**src/rtl/hdmi_video_timing_if.sv**
```systemverilog
`default_nettype none
// ============================================================================
// Module      : hdmi_video_timing_if
// Description : Video timing bundle between the raster generator (master)
//               and the HDMI output path / image ROM side (slave).
// Revision    : 1.0 - initial release
// ============================================================================
interface hdmi_video_timing_if #(
   parameter int ADDR_WIDTH = 19
);
   logic                  en;           // raster enable (configuration done)
   logic [ADDR_WIDTH-1:0] px_addr;      // image ROM read address
   logic                  de;           // data enable, aligned to ROM data
   logic                  hsync;        // horizontal sync, aligned to ROM data
   logic                  vsync;        // vertical sync, aligned to ROM data
   logic                  in_img;       // output pixel lies inside image window
   logic                  frame_start;  // pulse on output pixel (0,0)

   modport master (
      input  en,
      output px_addr, de, hsync, vsync, in_img, frame_start
   );

   modport slave (
      output en,
      input  px_addr, de, hsync, vsync, in_img, frame_start
   );
endinterface
`default_nettype wire

```
**src/rtl/hdmi_video_timing.sv**
```systemverilog
`default_nettype none
// ============================================================================
// Module      : hdmi_video_timing
// Description : Raster timing and incremental image-ROM address generator.
//               Sync/enable strobes are delayed LAT cycles beyond the address
//               register so they line up with the ROM's registered read data.
// Revision    : 1.0 - initial release
// ============================================================================
module hdmi_video_timing #(
   parameter int H_ACTIVE   = 640,
   parameter int H_FP       = 16,
   parameter int H_SYNC     = 96,
   parameter int H_BP       = 48,
   parameter int V_ACTIVE   = 480,
   parameter int V_FP       = 10,
   parameter int V_SYNC     = 2,
   parameter int V_BP       = 33,
   parameter bit HS_POL     = 1'b0,
   parameter bit VS_POL     = 1'b0,
   parameter int IMG_W      = 320,
   parameter int IMG_H      = 240,
   parameter int IMG_X0     = 160,
   parameter int IMG_Y0     = 120,
   parameter int ADDR_WIDTH = 19,
   parameter int LAT        = 2
) (
   input  wire logic               clk_px_i,
   input  wire logic               rst_n_i,
   hdmi_video_timing_if.master     bus_io
);

   localparam logic [10:0] C_H_LAST   = 11'(H_ACTIVE + H_FP + H_SYNC + H_BP - 1);
   localparam logic [10:0] C_V_LAST   = 11'(V_ACTIVE + V_FP + V_SYNC + V_BP - 1);
   localparam logic [10:0] C_H_ACT    = 11'(H_ACTIVE);
   localparam logic [10:0] C_V_ACT    = 11'(V_ACTIVE);
   localparam logic [10:0] C_HS_START = 11'(H_ACTIVE + H_FP);
   localparam logic [10:0] C_HS_END   = 11'(H_ACTIVE + H_FP + H_SYNC);
   localparam logic [10:0] C_VS_START = 11'(V_ACTIVE + V_FP);
   localparam logic [10:0] C_VS_END   = 11'(V_ACTIVE + V_FP + V_SYNC);
   localparam logic [10:0] C_X0       = 11'(IMG_X0);
   localparam logic [10:0] C_X1       = 11'(IMG_X0 + IMG_W);
   localparam logic [10:0] C_Y0       = 11'(IMG_Y0);
   localparam logic [10:0] C_Y1       = 11'(IMG_Y0 + IMG_H);

   // strobe vector bit positions; all-zero is the idle (inactive) pattern
   localparam int C_B_DE = 0;
   localparam int C_B_HS = 1;
   localparam int C_B_VS = 2;
   localparam int C_B_IM = 3;
   localparam int C_B_FS = 4;

   logic [10:0]           h_q, h_d;
   logic [10:0]           v_q, v_d;
   logic [ADDR_WIDTH-1:0] acnt_q, acnt_d;
   logic [ADDR_WIDTH-1:0] px_addr_q, px_addr_d;
   logic [4:0]            stb_q, stb_d;
   logic                  en_q;

   logic                  w_origin;
   logic                  w_run;
   logic                  w_h_last;
   logic                  w_v_last;
   logic                  w_active;
   logic                  w_hs;
   logic                  w_vs;
   logic                  w_win;
   logic [ADDR_WIDTH-1:0] w_addr;
   logic [4:0]            w_stb_out;

   // EN sampler; only the origin hold decision looks at it, so no reset needed
   always_ff @(posedge clk_px_i) begin
      en_q <= bus_io.en;
   end

   // Raster decode, counter advance and incremental address next-state
   always_comb begin
      w_origin = (h_q == 11'd0) && (v_q == 11'd0);
      // counting only pauses at the origin; a frame in progress always completes
      w_run    = !w_origin || en_q;
      w_h_last = (h_q == C_H_LAST);
      w_v_last = (v_q == C_V_LAST);
      w_active = (h_q < C_H_ACT) && (v_q < C_V_ACT);
      w_hs     = (h_q >= C_HS_START) && (h_q < C_HS_END);
      w_vs     = (v_q >= C_VS_START) && (v_q < C_VS_END);
      w_win    = w_active && (h_q >= C_X0) && (h_q < C_X1)
                          && (v_q >= C_Y0) && (v_q < C_Y1);
      // address counter is logically cleared at the origin of every frame
      w_addr   = w_origin ? '0 : acnt_q;

      h_d       = h_q;
      v_d       = v_q;
      acnt_d    = acnt_q;
      stb_d     = '0;
      px_addr_d = '0;
      if (w_run) begin
         h_d = w_h_last ? 11'd0 : h_q + 11'd1;
         if (w_h_last) begin
            v_d = w_v_last ? 11'd0 : v_q + 11'd1;
         end
         acnt_d    = w_win ? w_addr + ADDR_WIDTH'(1) : w_addr;
         px_addr_d = w_win ? w_addr : '0;
         stb_d[C_B_DE] = w_active;
         stb_d[C_B_HS] = w_hs;
         stb_d[C_B_VS] = w_vs;
         stb_d[C_B_IM] = w_win;
         stb_d[C_B_FS] = w_origin;
      end
   end

   // Counters and first output register stage
   always_ff @(posedge clk_px_i) begin
      if (!rst_n_i) begin
         h_q       <= 11'd0;
         v_q       <= 11'd0;
         acnt_q    <= '0;
         px_addr_q <= '0;
         stb_q     <= '0;
      end else begin
         h_q       <= h_d;
         v_q       <= v_d;
         acnt_q    <= acnt_d;
         px_addr_q <= px_addr_d;
         stb_q     <= stb_d;
      end
   end

   generate
      if (LAT > 0) begin : g_dly
         logic [4:0] dly_q [LAT];

         // Strobe delay line matching ROM read latency; every stage resets idle
         always_ff @(posedge clk_px_i) begin
            if (!rst_n_i) begin
               for (int i = 0; i < LAT; i++) begin
                  dly_q[i] <= '0;
               end
            end else begin
               dly_q[0] <= stb_q;
               for (int i = 1; i < LAT; i++) begin
                  dly_q[i] <= dly_q[i-1];
               end
            end
         end

         assign w_stb_out = dly_q[LAT-1];
      end else begin : g_nodly
         assign w_stb_out = stb_q;
      end
   endgenerate

   assign bus_io.px_addr     = px_addr_q;
   assign bus_io.de          = w_stb_out[C_B_DE];
   assign bus_io.hsync       = w_stb_out[C_B_HS] ? HS_POL : ~HS_POL;
   assign bus_io.vsync       = w_stb_out[C_B_VS] ? VS_POL : ~VS_POL;
   assign bus_io.in_img      = w_stb_out[C_B_IM];
   assign bus_io.frame_start = w_stb_out[C_B_FS];

endmodule
`default_nettype wire

```
**src/flat_wrapper.sv**
```systemverilog
// flat-port wrapper written by rule: the top's interface ports become plain ports
module hdmi_video_timing_flat 
#(
   parameter int H_ACTIVE   = 640,
   parameter int H_FP       = 16,
   parameter int H_SYNC     = 96,
   parameter int H_BP       = 48,
   parameter int V_ACTIVE   = 480,
   parameter int V_FP       = 10,
   parameter int V_SYNC     = 2,
   parameter int V_BP       = 33,
   parameter bit HS_POL     = 1'b0,
   parameter bit VS_POL     = 1'b0,
   parameter int IMG_W      = 320,
   parameter int IMG_H      = 240,
   parameter int IMG_X0     = 160,
   parameter int IMG_Y0     = 120,
   parameter int ADDR_WIDTH = 19,
   parameter int LAT        = 2
)
  (clk_px_i, rst_n_i, bus_io_en, bus_io_px_addr, bus_io_de, bus_io_hsync, bus_io_vsync, bus_io_in_img, bus_io_frame_start);
  hdmi_video_timing_if #(.ADDR_WIDTH(ADDR_WIDTH)) bus_io_i ();
  input  wire logic clk_px_i;
  input  wire logic rst_n_i;
  input wire logic [$bits(bus_io_i.en)-1:0] bus_io_en;
  output wire logic [$bits(bus_io_i.px_addr)-1:0] bus_io_px_addr;
  output wire logic [$bits(bus_io_i.de)-1:0] bus_io_de;
  output wire logic [$bits(bus_io_i.hsync)-1:0] bus_io_hsync;
  output wire logic [$bits(bus_io_i.vsync)-1:0] bus_io_vsync;
  output wire logic [$bits(bus_io_i.in_img)-1:0] bus_io_in_img;
  output wire logic [$bits(bus_io_i.frame_start)-1:0] bus_io_frame_start;
  assign bus_io_i.en = bus_io_en;
  assign bus_io_px_addr = bus_io_i.px_addr;
  assign bus_io_de = bus_io_i.de;
  assign bus_io_hsync = bus_io_i.hsync;
  assign bus_io_vsync = bus_io_i.vsync;
  assign bus_io_in_img = bus_io_i.in_img;
  assign bus_io_frame_start = bus_io_i.frame_start;
  hdmi_video_timing #(.H_ACTIVE(H_ACTIVE), .H_FP(H_FP), .H_SYNC(H_SYNC), .H_BP(H_BP), .V_ACTIVE(V_ACTIVE), .V_FP(V_FP), .V_SYNC(V_SYNC), .V_BP(V_BP), .HS_POL(HS_POL), .VS_POL(VS_POL), .IMG_W(IMG_W), .IMG_H(IMG_H), .IMG_X0(IMG_X0), .IMG_Y0(IMG_Y0), .ADDR_WIDTH(ADDR_WIDTH), .LAT(LAT)) u_core (.clk_px_i(clk_px_i), .rst_n_i(rst_n_i), .bus_io(bus_io_i));
endmodule
```
**config.mk**
```make
export PLATFORM = sky130hd
export DESIGN_NAME = hdmi_video_timing_flat
export DESIGN_NICKNAME = d
export VERILOG_FILES = /design/src/rtl/hdmi_video_timing_if.sv /design/src/rtl/hdmi_video_timing.sv /design/src/flat_wrapper.sv
export SDC_FILE = /design/constraint.sdc
export NUM_CORES = 1
export LEC_CHECK = 0
export CAP_MARGIN = 10
export CELL_PAD_IN_SITES_DETAIL_PLACEMENT = 0
export CELL_PAD_IN_SITES_GLOBAL_PLACEMENT = 1
export CORE_MARGIN = 5
export CORE_UTILIZATION = 40
export CTS_CLUSTER_SIZE = 24
export DETAILED_ROUTE_END_ITERATION = 12
export GPL_TIMING_DRIVEN = 1
export PLACE_DENSITY_LB_ADDON = 0.1
export SYNTH_ARGS = -nofsm -noshare
export SYNTH_HDL_FRONTEND = slang
export SYNTH_SLANG_ARGS = --single-unit
```
**constraint.sdc**
```tcl
create_clock -name clk_px_i -period 6.5 [get_ports clk_px_i]
set_input_delay 0.65 -clock clk_px_i [delete_from_list [all_inputs] [get_ports clk_px_i]]
set_output_delay 0.65 -clock clk_px_i [all_outputs]
set_load 0.02 [all_outputs]
```
## After elaboration in Yosys (flattened, before gate mapping)

Memories as Yosys holds them, arrays and structs flattened.
Cells that the tools add are included.

- Bits in registers: 66
- RAM bits: 10
- Bits of input ports: 3
- Output and inout bits: 24
- Logic and storage cells: 49
- Memories: 1

Memory list:

| memory | words | width | read ports | clocked after Yosys merged registers in | write ports | line | source |
|---|---|---|---|---|---|---|---|
| u_core.g_dly.dly_q | 2 | 5 | 2 | 0 | 2 | hdmi_video_timing.sv:129 | `logic [4:0] dly_q [LAT];` |

- Add/sub/neg operators: 3
- Magnitude comparators: 10
- Eq/ne operators: 2
- Multiplexer cells: 10
- Bitwise gates (word level): 2
- Reductions and logical operators: 15

Operators by type and width:

| kind | number |
|---|---|
| $lt A11 B9 Y1 const B | 4 |
| $mux W19 | 2 |
| $add A11 B1 Y11 const B | 2 |
| $eq A11 B10 Y1 const B | 2 |
| $logic_not A11 Y1 | 2 |
| $lt A11 B10 Y1 const B | 2 |
| $mux W11 | 2 |
| $add A19 B1 Y19 const B | 1 |
| $ge A11 B10 Y1 const B | 1 |
| $ge A11 B7 Y1 const B | 1 |
| $ge A11 B8 Y1 const B | 1 |
| $ge A11 B9 Y1 const B | 1 |
| $mux W5 | 2 |
| $logic_and A1 B1 Y1 | 8 |
| $mux W1 | 4 |
| $reduce_and A2 Y1 | 2 |
| $reduce_and A3 Y1 | 1 |
| $or A1 B1 Y1 | 2 |
| $logic_not A1 Y1 | 1 |
| $logic_or A1 B1 Y1 | 1 |

## Longest topological paths before layout

Gate-level depths: netlist of the first run.

- Word-level depth: 7
- Mapped depth: 13
- Depth with buffers taken out: 10

## Worst setup path before layout of the first run

No wires, ideal clock.

- Path type: flip-flop to flip-flop
- Start point: register u_core.v_q[1]
- End point: register u_core.acnt_q[18]
- Setup time: 0.115 ns
- Arrival: 2.853 ns
- Data required time: 6.385 ns
- Path slack: 3.533 ns
- Cell stages (with the launch flop): 14
- Buffers on the path: 3
- Clock period less this slack: 2.967 ns
- Cell sequence: dfxtp_1 inv_1 ha_1 or4b_1 or3_1 buf_2 or2_2 buf_2 and2_1 ha_1 nand4_1 clkbuf_1 nor3_1 o21a_1

- Elaborated cells on any way between the ends: 15
- Those cells by class: add/sub: 1; order compare: 3; mux: 2; reduce/logical: 9

RTL lines:

| element | line | source |
|---|---|---|
| start, declared | hdmi_video_timing.sv:53 | `logic [10:0] v_q, v_d;` |
| start signal, assigned | hdmi_video_timing.sv:120 | `v_q <= v_d;` |
| $logic_not A11 Y1 | hdmi_video_timing.sv:77 | `w_origin = (h_q == 11'd0) && (v_q == 11'd0);` |
| $logic_and A1 B1 Y1 | hdmi_video_timing.sv:77 |  |
| $mux W19 | hdmi_video_timing.sv:88 | `w_addr = w_origin ? '0 : acnt_q;` |
| named net u_core.w_addr[0] | hdmi_video_timing.sv:67 | `logic [ADDR_WIDTH-1:0] w_addr;` |
| $add A19 B1 Y19 | hdmi_video_timing.sv:100 | `acnt_d = w_win ? w_addr + ADDR_WIDTH'(1) : w_addr;` |
| $mux W19 | hdmi_video_timing.sv:100 |  |
| end signal, assigned | hdmi_video_timing.sv:121 | `acnt_q <= acnt_d;` |
| end, declared | hdmi_video_timing.sv:54 | `logic [ADDR_WIDTH-1:0] acnt_q, acnt_d;` |

The timed path passes the listed nets, and every way through them passes these cells.
A chain may end at the register's enable or synchronous reset.

## Final worst setup path of the first run

- Start point: register u_core.h_q[5]
- End point: register u_core.acnt_q[18]

- Elaborated cells on any way between the ends: 15
- Those cells by class: add/sub: 1; order compare: 3; mux: 2; reduce/logical: 9

RTL lines:

| element | line | source |
|---|---|---|
| start, declared | hdmi_video_timing.sv:52 | `logic [10:0] h_q, h_d;` |
| start signal, assigned | hdmi_video_timing.sv:113 | `h_q <= 11'd0;` |
| start signal, assigned | hdmi_video_timing.sv:119 | `h_q <= h_d;` |
| $logic_not A11 Y1 | hdmi_video_timing.sv:77 |  |
| $logic_and A1 B1 Y1 | hdmi_video_timing.sv:77 |  |
| $mux W19 | hdmi_video_timing.sv:88 |  |
| named net u_core.w_addr[0] | hdmi_video_timing.sv:67 |  |
| $add A19 B1 Y19 | hdmi_video_timing.sv:100 |  |
| $mux W19 | hdmi_video_timing.sv:100 |  |

The timed path passes the listed nets, and every way through them passes these cells.

==> impl_results.md, run 1 <==
* Status: finished clean
* Setup crit start: u_core.h_q[5]
* Post-CTS Setup Bufs at 0
* Die X at 101 um
* Max frequency at between 300 and 400 MHz
* Multi-input gate area at 1610 um^2
* Post-synthesis mux area share at 2.56%
* H-Tree Depth at 3
* Antenna-violating nets left at 0
* Worst r2r path cells at 8
* Layout area overhead at 16.6%
* Setup TNS at 0 ps
* Maximum clock path buffer count at 2
* Compound-Gate Fraction of Synth Area at 10.7%
* Die Span Y at 101 um
* Post-synth EDFFs at 0
* Final setup margin at 3200 ps
* Pre-CTS setup slack at 3220 ps
* WL per Instance at 14.9 um
* CTS buffer count at 9
* Largest net degree at the start of global routing at 29
* RSZ-0062 raised after global routing: false
* CTS Hold Bufs at 0
* Endpoints failing setup at 0
* Layout Skew at around 16 ps
* WP data required at 6750 ps
* Clock transition at the registers of the reported paths at 80 ps
* Post-synth cell types at 45
* Fin crit share at about half
* Core box area at 8090 um^2
* Slew at the pin closest to its max-slew limit at 845 ps
* CTS tree: built
* PD cells at 275 nW/um^2
* GRT Overall Usage at 15.2%
* Ranking of synthesized cells by area: dfxtp_1 46%, and2_1 6.3%, nor2_1 3.8%
* Largest family of logic cells by synthesized area: simple AND/OR/NAND/NOR gates
* Max VDD drop at 0.126 mV
* ANT cells at 0
* Max_cap viols at 0
* Lkg Pwr at 1.44 nW
* Register Area at between 1500 and 2000 um^2
* Reg2reg end: u_core.acnt_q[18]
* Post-Synth Simple-Gate Area at 28.4%
* Async set-reset flop share out of synthesis at 0%
* First-pass GRT wire length at about 12 mm
* Sequential cell area fraction in the yosys report at 46.4%
* Ys Warns at 0
* Die area at ~10,000 um^2
* Vias per cell at 5.29
* DR vias at 2,582
* Drt drc at 0
* Clock latency on the worst-skew pair at 350 ps
* Crit path capture: u_core.acnt_q[18]
* Final min period at 3300 ps
* Layout cells sized above 1 at 7.83%
* Synthesized cell area at 3280 um^2
* Post-synth top area share at 46.4%
* Starting Density at 40.5%
* Port Buffer Count at 26
* Router iterations before antenna repair at 4
* Site Rows at 33
* Critical Path End Type: flip-flop
* Final net count at 386
* Seq cells post-synth at 76
* Adder-cell share of the synthesized area at 1.91%
* Clk sink count at 76
* GPL Wtd Cong at 0.738
* Grt total ovfl at 0
* CP arrival at 3540 ps
* # IOs at 27
* Synth Area in XOR/XNOR at 5.34%
* Slew Viols, Final at 0
* Syn nets at 371
* Initial DRC Count at 159
* Filler instances at ~810
* Syn avg cell area at 9.04 um^2
* WL final at ~7.3 mm
* Setup CP Type: flip-flop to flip-flop
* Final hold violation count at 0
* Main synth FF type: dfxtp_1
* Initial antenna violation count at 0
* Hold Crit Class: flip-flop to flip-flop
* Largest area contributor in the netlist: dfxtp_1
* Post-CTS resize count at 0
* Worst-path fanout max at 13
* Cells after Synth at 363
* Vias in the first global route at between 2,000 and 2,500
* R2R Path Start: u_core.h_q[5]
* Critical Path Source Type: flip-flop
* DPL Wire Length at 4.87 mm
* Register-to-register setup slack at ~3200 ps
* Max-slew headroom at 43.6%
* CTS Root Cell: clkbuf_8
## through the flow
step | total power [mW] | hold WS [ps] | cells | utilization (%) | cell area, um^2
3_5_place_dp | 0.627 | 419 | 472 | 44.3 | 3590
6_report | 1.05 | 435 | 488 | 47.3 | 3830
3_3_place_gp | 0.620 | 414 | 472 | 44.3 | 3590
5_1_grt | 1.10 | 459 | 488 | 47.3 | 3830
2_1_floorplan | 0.599 | 412 | 363 | - | 3280
4_1_cts | 1.06 | 436 | 488 | 47.3 | 3830
## layer usage
| layer | GRT usage (%) | up-vias | part of all wire [%] |
|---|---|---|---|
| li1 | - | 1307 | - |
| met1 | 22.5 | 1207 | 52 |
| met2 | 21.3 | 57 | 41 |
| met3 | 3.25 | 11 | 4.9 |
| met4 | 6.53 | 0 | 1.6 |
| met5 | 0 | - | 0 |
## critical path, stage by stage (launching register included)
cell and delay [ps]:
dfxtp_1 390, nor4_1 610, nand4_1 510, or2_2 580
and2_1 220, ha_1 200, nand4_1 370, nor3_1 120
o21a_1 180
## how the worst min path moves through the flow
stage                             start                  endpoint  slack [ps]  cells after the start
2_1_floorplan           u_core.stb_q[0]  u_core.g_dly.dly_q[0][0]         410                      1
6_report       u_core.g_dly.dly_q[0][4]  u_core.g_dly.dly_q[0][9]         430                      1
5_1_grt                 u_core.stb_q[2]  u_core.g_dly.dly_q[0][2]         460                      1
4_1_cts        u_core.g_dly.dly_q[0][4]  u_core.g_dly.dly_q[0][9]         440                      1
3_3_place_gp   u_core.g_dly.dly_q[0][2]  u_core.g_dly.dly_q[0][7]         410                      1
3_5_place_dp   u_core.g_dly.dly_q[0][4]  u_core.g_dly.dly_q[0][9]         420                      1
## sequential cells by signal, indices dropped and copies added, names as in the netlist
name / count
u_core.g_dly.dly_q: 10
u_core.stb_q: 5
u_core.en_q: 1
u_core.bus_io.px_addr: 19
u_core.acnt_q: 19
u_core.h_q: 11
u_core.v_q: 11
## cells by family after synthesis
| logic type | Yosys count |
|---|---|
| simple gates | 169 |
| flops | 76 |
| compound gates | 49 |
| buf+inv | 36 |
| xor+xnor | 20 |
| mux | 8 |
| fa+ha+maj | 5 |
## layout make-up
class	instances	share of cell area (%)
Timing Repair Buffer	29	7.39
Clock inverter	6	2.91
Inverter	11	1.08
Sequential cell	76	39.8
Multi-Input combinational cell	251	42.1
Clock buffer	10	3.34
Tap cell	105	3.43
## synth_stat cells (4+ instances only)
| cell | instances |
|---|---|
| dfxtp_1 | 76 |
| and2_1 | 33 |
| nor2_1 | 33 |
| nand3_1 | 21 |
| clkbuf_1 | 19 |
| nand4_1 | 16 |
| xnor2_1 | 14 |
| and3_1 | 13 |
| nand2_1 | 13 |
| inv_1 | 11 |
| nor3_1 | 11 |
| nor4_1 | 11 |
| a21oi_1 | 9 |
| o21a_1 | 7 |
| o211ai_1 | 6 |
| o21ai_0 | 6 |
| xor2_1 | 6 |
| ha_1 | 5 |
| mux2i_1 | 5 |
| a211o_1 | 4 |
| a21o_1 | 4 |
| a21oi_2 | 4 |
| buf_2 | 4 |
## layout by cell type, fill, tap and decap left out, drive strengths merged, types with 2 or more instances in the layout
cell type / Yosys / final
mux2i: 5 / 5
xnor2: 14 / 14
ha: 5 / 5
nor4: 11 / 11
nand2b: 2 / 2
a211o: 4 / 4
o21ai: 6 / 6
inv: 11 / 12
a21oi: 13 / 13
buf: 6 / 3
o311ai: 2 / 2
bufinv: 0 / 3
clkdlybuf4s50: 0 / 26
and4: 3 / 3
nand4: 16 / 16
nand3b: 2 / 2
o21a: 7 / 7
and3: 13 / 13
clkbuf: 19 / 10
o211ai: 6 / 6
or3: 3 / 3
dfxtp: 76 / 76
mux2: 3 / 3
nor2: 33 / 33
nor3: 11 / 11
and2: 33 / 33
nand3: 21 / 21
or2: 2 / 2
a21o: 4 / 4
xor2: 6 / 6
nand2: 13 / 13
## report_power, final
part | switching [mW] | internal, mW | total (mW)
combinational | 0.0896 | 0.0365 | 0.126
clock | 0.180 | 0.256 | 0.436
sequential | 0.0107 | 0.478 | 0.489
Power figures use the tool's default switching activity.
==> run 2: changes to the inputs <==
==> constraint.sdc (replaced) <==
create_clock -name clk_px_i -period 3.3 [get_ports clk_px_i]
set_input_delay 0.33 -clock clk_px_i [delete_from_list [all_inputs] [get_ports clk_px_i]]
set_output_delay 0.33 -clock clk_px_i [all_outputs]
set_load 0.02 [all_outputs]
==> run 2 against run 1 <==
Power rose by 89%. Highest routed layer unchanged. First-iteration DRC count fell by 42%. Via count fell by 1.3%. Largest power group unchanged.
==> impl_results.md, run 2 (synthesis gave the netlist of run 1 again) <==
* Initial antenna violation count at 0 (unchanged)
* Lkg Pwr at 1.45 nW (was 1.44 nW)
* Clk sink count at 76 (unchanged)
* Vias in the first global route at 2,422 (was 2,473)
* Worst Hold Path EP: u_core.en_q (was u_core.g_dly.dly_q[0][9])
* Hold Crit Class: primary input to flip-flop (was flip-flop to flip-flop)
* Largest net degree at the start of global routing at 29 (unchanged)
* Maximum clock path buffer count at 2 (unchanged)
* Final setup margin at 330 ps (was 3200 ps)
* CTS tree: built (unchanged)
* Reg2reg end: u_core.acnt_q[18] (unchanged)
* Critical Path End Type: flip-flop (unchanged)
* Final hold violation count at 0 (unchanged)
* Hold path depth at 1 (unchanged)
* WL final at 7.22 mm (was 7.29 mm)
* DPL Wire Length at 4.86 mm (was 4.87 mm)
* Filler instances at 796 (was 805)
* Layout area overhead at 16.6% (unchanged)
* Drt drc at 0 (unchanged)
* Busiest layer in global routing: met1 (unchanged)
* Post-CTS resize count at 0 (unchanged)
* M2 GR Usage at 21.8% (was 21.3%)
* Clock transition at the registers of the reported paths at 80 ps (about the same)
* Site Rows at 33 (unchanged)
* WL per Instance at 14.7 um (was 14.9 um)
* Layout cells sized above 1 at 8.27% (was 7.83%)
* Most frequent cells in the layout: 76 x dfxtp_1, 33 x and2_1, 33 x nor2_1 (unchanged)
* Hold_sp: bus_io_en (was u_core.g_dly.dly_q[0][4])
* CTS buffer count at 9 (unchanged)
* CTS Root Cell: clkbuf_8 (unchanged)
* Clock latency on the worst-skew pair at 340 ps (was 350 ps)
* CP arrival at 3210 ps (was 3540 ps)
* Port Buffer Count at 26 (unchanged)
* Register-to-register setup slack at 330 ps (was 3200 ps)
* H-Tree Depth at 3 (unchanged)
* Post-CTS Setup Bufs at 0 (unchanged)
* Worst r2r path cells at 10 (was 8)
* WP data required at 3540 ps (was 6750 ps)
* Max VDD drop at 0.190 mV (was 0.126 mV)
* R2R Path Start: u_core.v_q[0] (was u_core.h_q[5])
* Slew at the pin closest to its max-slew limit at 523 ps (was 845 ps)
* Slew Viols, Final at 0 (unchanged)
* CTS Hold Bufs at 0 (unchanged)
* Core box area at 8090 um^2 (unchanged)
* ANT cells at 0 (unchanged)
* Met1 usage at 22.1% (was 22.5%)
* Status: finished clean (unchanged)
* Layout Utilization at 47.3% (unchanged)
* RSZ-0062 raised after global routing: false (unchanged)
* Final min period at 2970 ps (was 3300 ps)
* Final net count at 390 (was 386)
* Vias per cell at 5.18 (was 5.29)
* Die Span Y at 101 um (unchanged)
* Max-slew headroom at 65.0% (was 43.6%)
* Most common cell after layout, fill and taps aside: dfxtp_1 (unchanged)
* Max frequency at 337 MHz (was 303 MHz)
* GR Util met3 at 2.98% (was 3.25%)
* Grt total ovfl at 0 (unchanged)
* Initial DRC Count at 93 (was 159)
* PD cells at 519 nW/um^2 (was 275 nW/um^2)
* Endpoints failing setup at 0 (unchanged)
* Final hold slack at 432 ps (was 435 ps)
* GPL Wtd Cong at 0.799 (was 0.738)
* Max_cap viols at 0 (unchanged)
* # IOs at 27 (unchanged)
* Setup CP Type: flip-flop to flip-flop (unchanged)
* First-pass GRT wire length at 12.2 mm (was 12.3 mm)
* DR vias at 2,549 (was 2,582)
* Starting Density at 40.5% (unchanged)
* Pre-CTS setup slack at 332 ps (was 3220 ps)
* Antenna-violating nets left at 0 (unchanged)
* GRT Overall Usage at 15.2% (about the same)
* Die area at 10,100 um^2 (unchanged)
* Die X at 101 um (unchanged)
* Router iterations before antenna repair at 4 (unchanged)
* Setup TNS at 0 ps (unchanged)
* Worst-path fanout max at 13 (unchanged)
* Layout Skew at 10.2 ps (was 16.3 ps)
* Fin crit share at 90.0% (was 50.7%)
* Critical Path Source Type: flip-flop (unchanged)
[run 2: area by class of cell]
class | instances | area [um^2] | area share, %
multi-input combinational | 251 | 1610 | 42.1
sequential | 76 | 1520 | 39.8
timing repair buffer | 33 | 313 | 8.18
clock buffer | 12 | 135 | 3.53
tap | 105 | 131 | 3.43
clock inverter | 4 | 73.8 | 1.93
inverter | 11 | 41.3 | 1.08
[run 2: layer usage]
layer / routed length (um) / vias to the layer above
li1: - / 1315
met1: 3810 / 1178
met2: 3030 / 45
met3: 260 / 11
met4: 110 / 0
met5: 0 / -
[run 2: worst max-delay path, stage by stage, from the launching register on]
cell and delay (ps):
dfxtp_1 360, inv_1 70, ha_1 140, or4b_1 440
or3_1 330, or2_2 430, and2_1 220, ha_1 200
nand4_1 360, nor3_1 120, o21a_1 180
[run 2: worst max path at each step]
stage	startpoint	end	slack, ps	cells past startpoint
final	u_core.v_q[0]	u_core.acnt_q[18]	330	10
after floorplan	u_core.v_q[1]	u_core.acnt_q[18]	330	13
after global placement	u_core.v_q[1]	u_core.acnt_q[18]	430	10
after detailed placement	u_core.v_q[1]	u_core.acnt_q[18]	330	10
after CTS	u_core.v_q[1]	u_core.acnt_q[18]	320	10
after global routing	u_core.v_q[0]	u_core.acnt_q[18]	140	10
[run 2: power breakdown]
part | leakage (nW) | switching, mW | internal, mW | total, mW
combinational | 0.728 | 0.183 | 0.0840 | 0.267
clock | 0.105 | 0.330 | 0.427 | 0.757
sequential | 0.614 | 0.0208 | 0.942 | 0.963
[run 2: per-stage QoR]
stage,area (um^2),power (mW),cells
2_1_floorplan,3280,1.18,363
3_3_place_gp,3620,1.24,476
3_5_place_dp,3620,1.25,476
4_1_cts,3830,2.01,492
5_1_grt,3830,2.09,492
6_report,3830,1.99,492
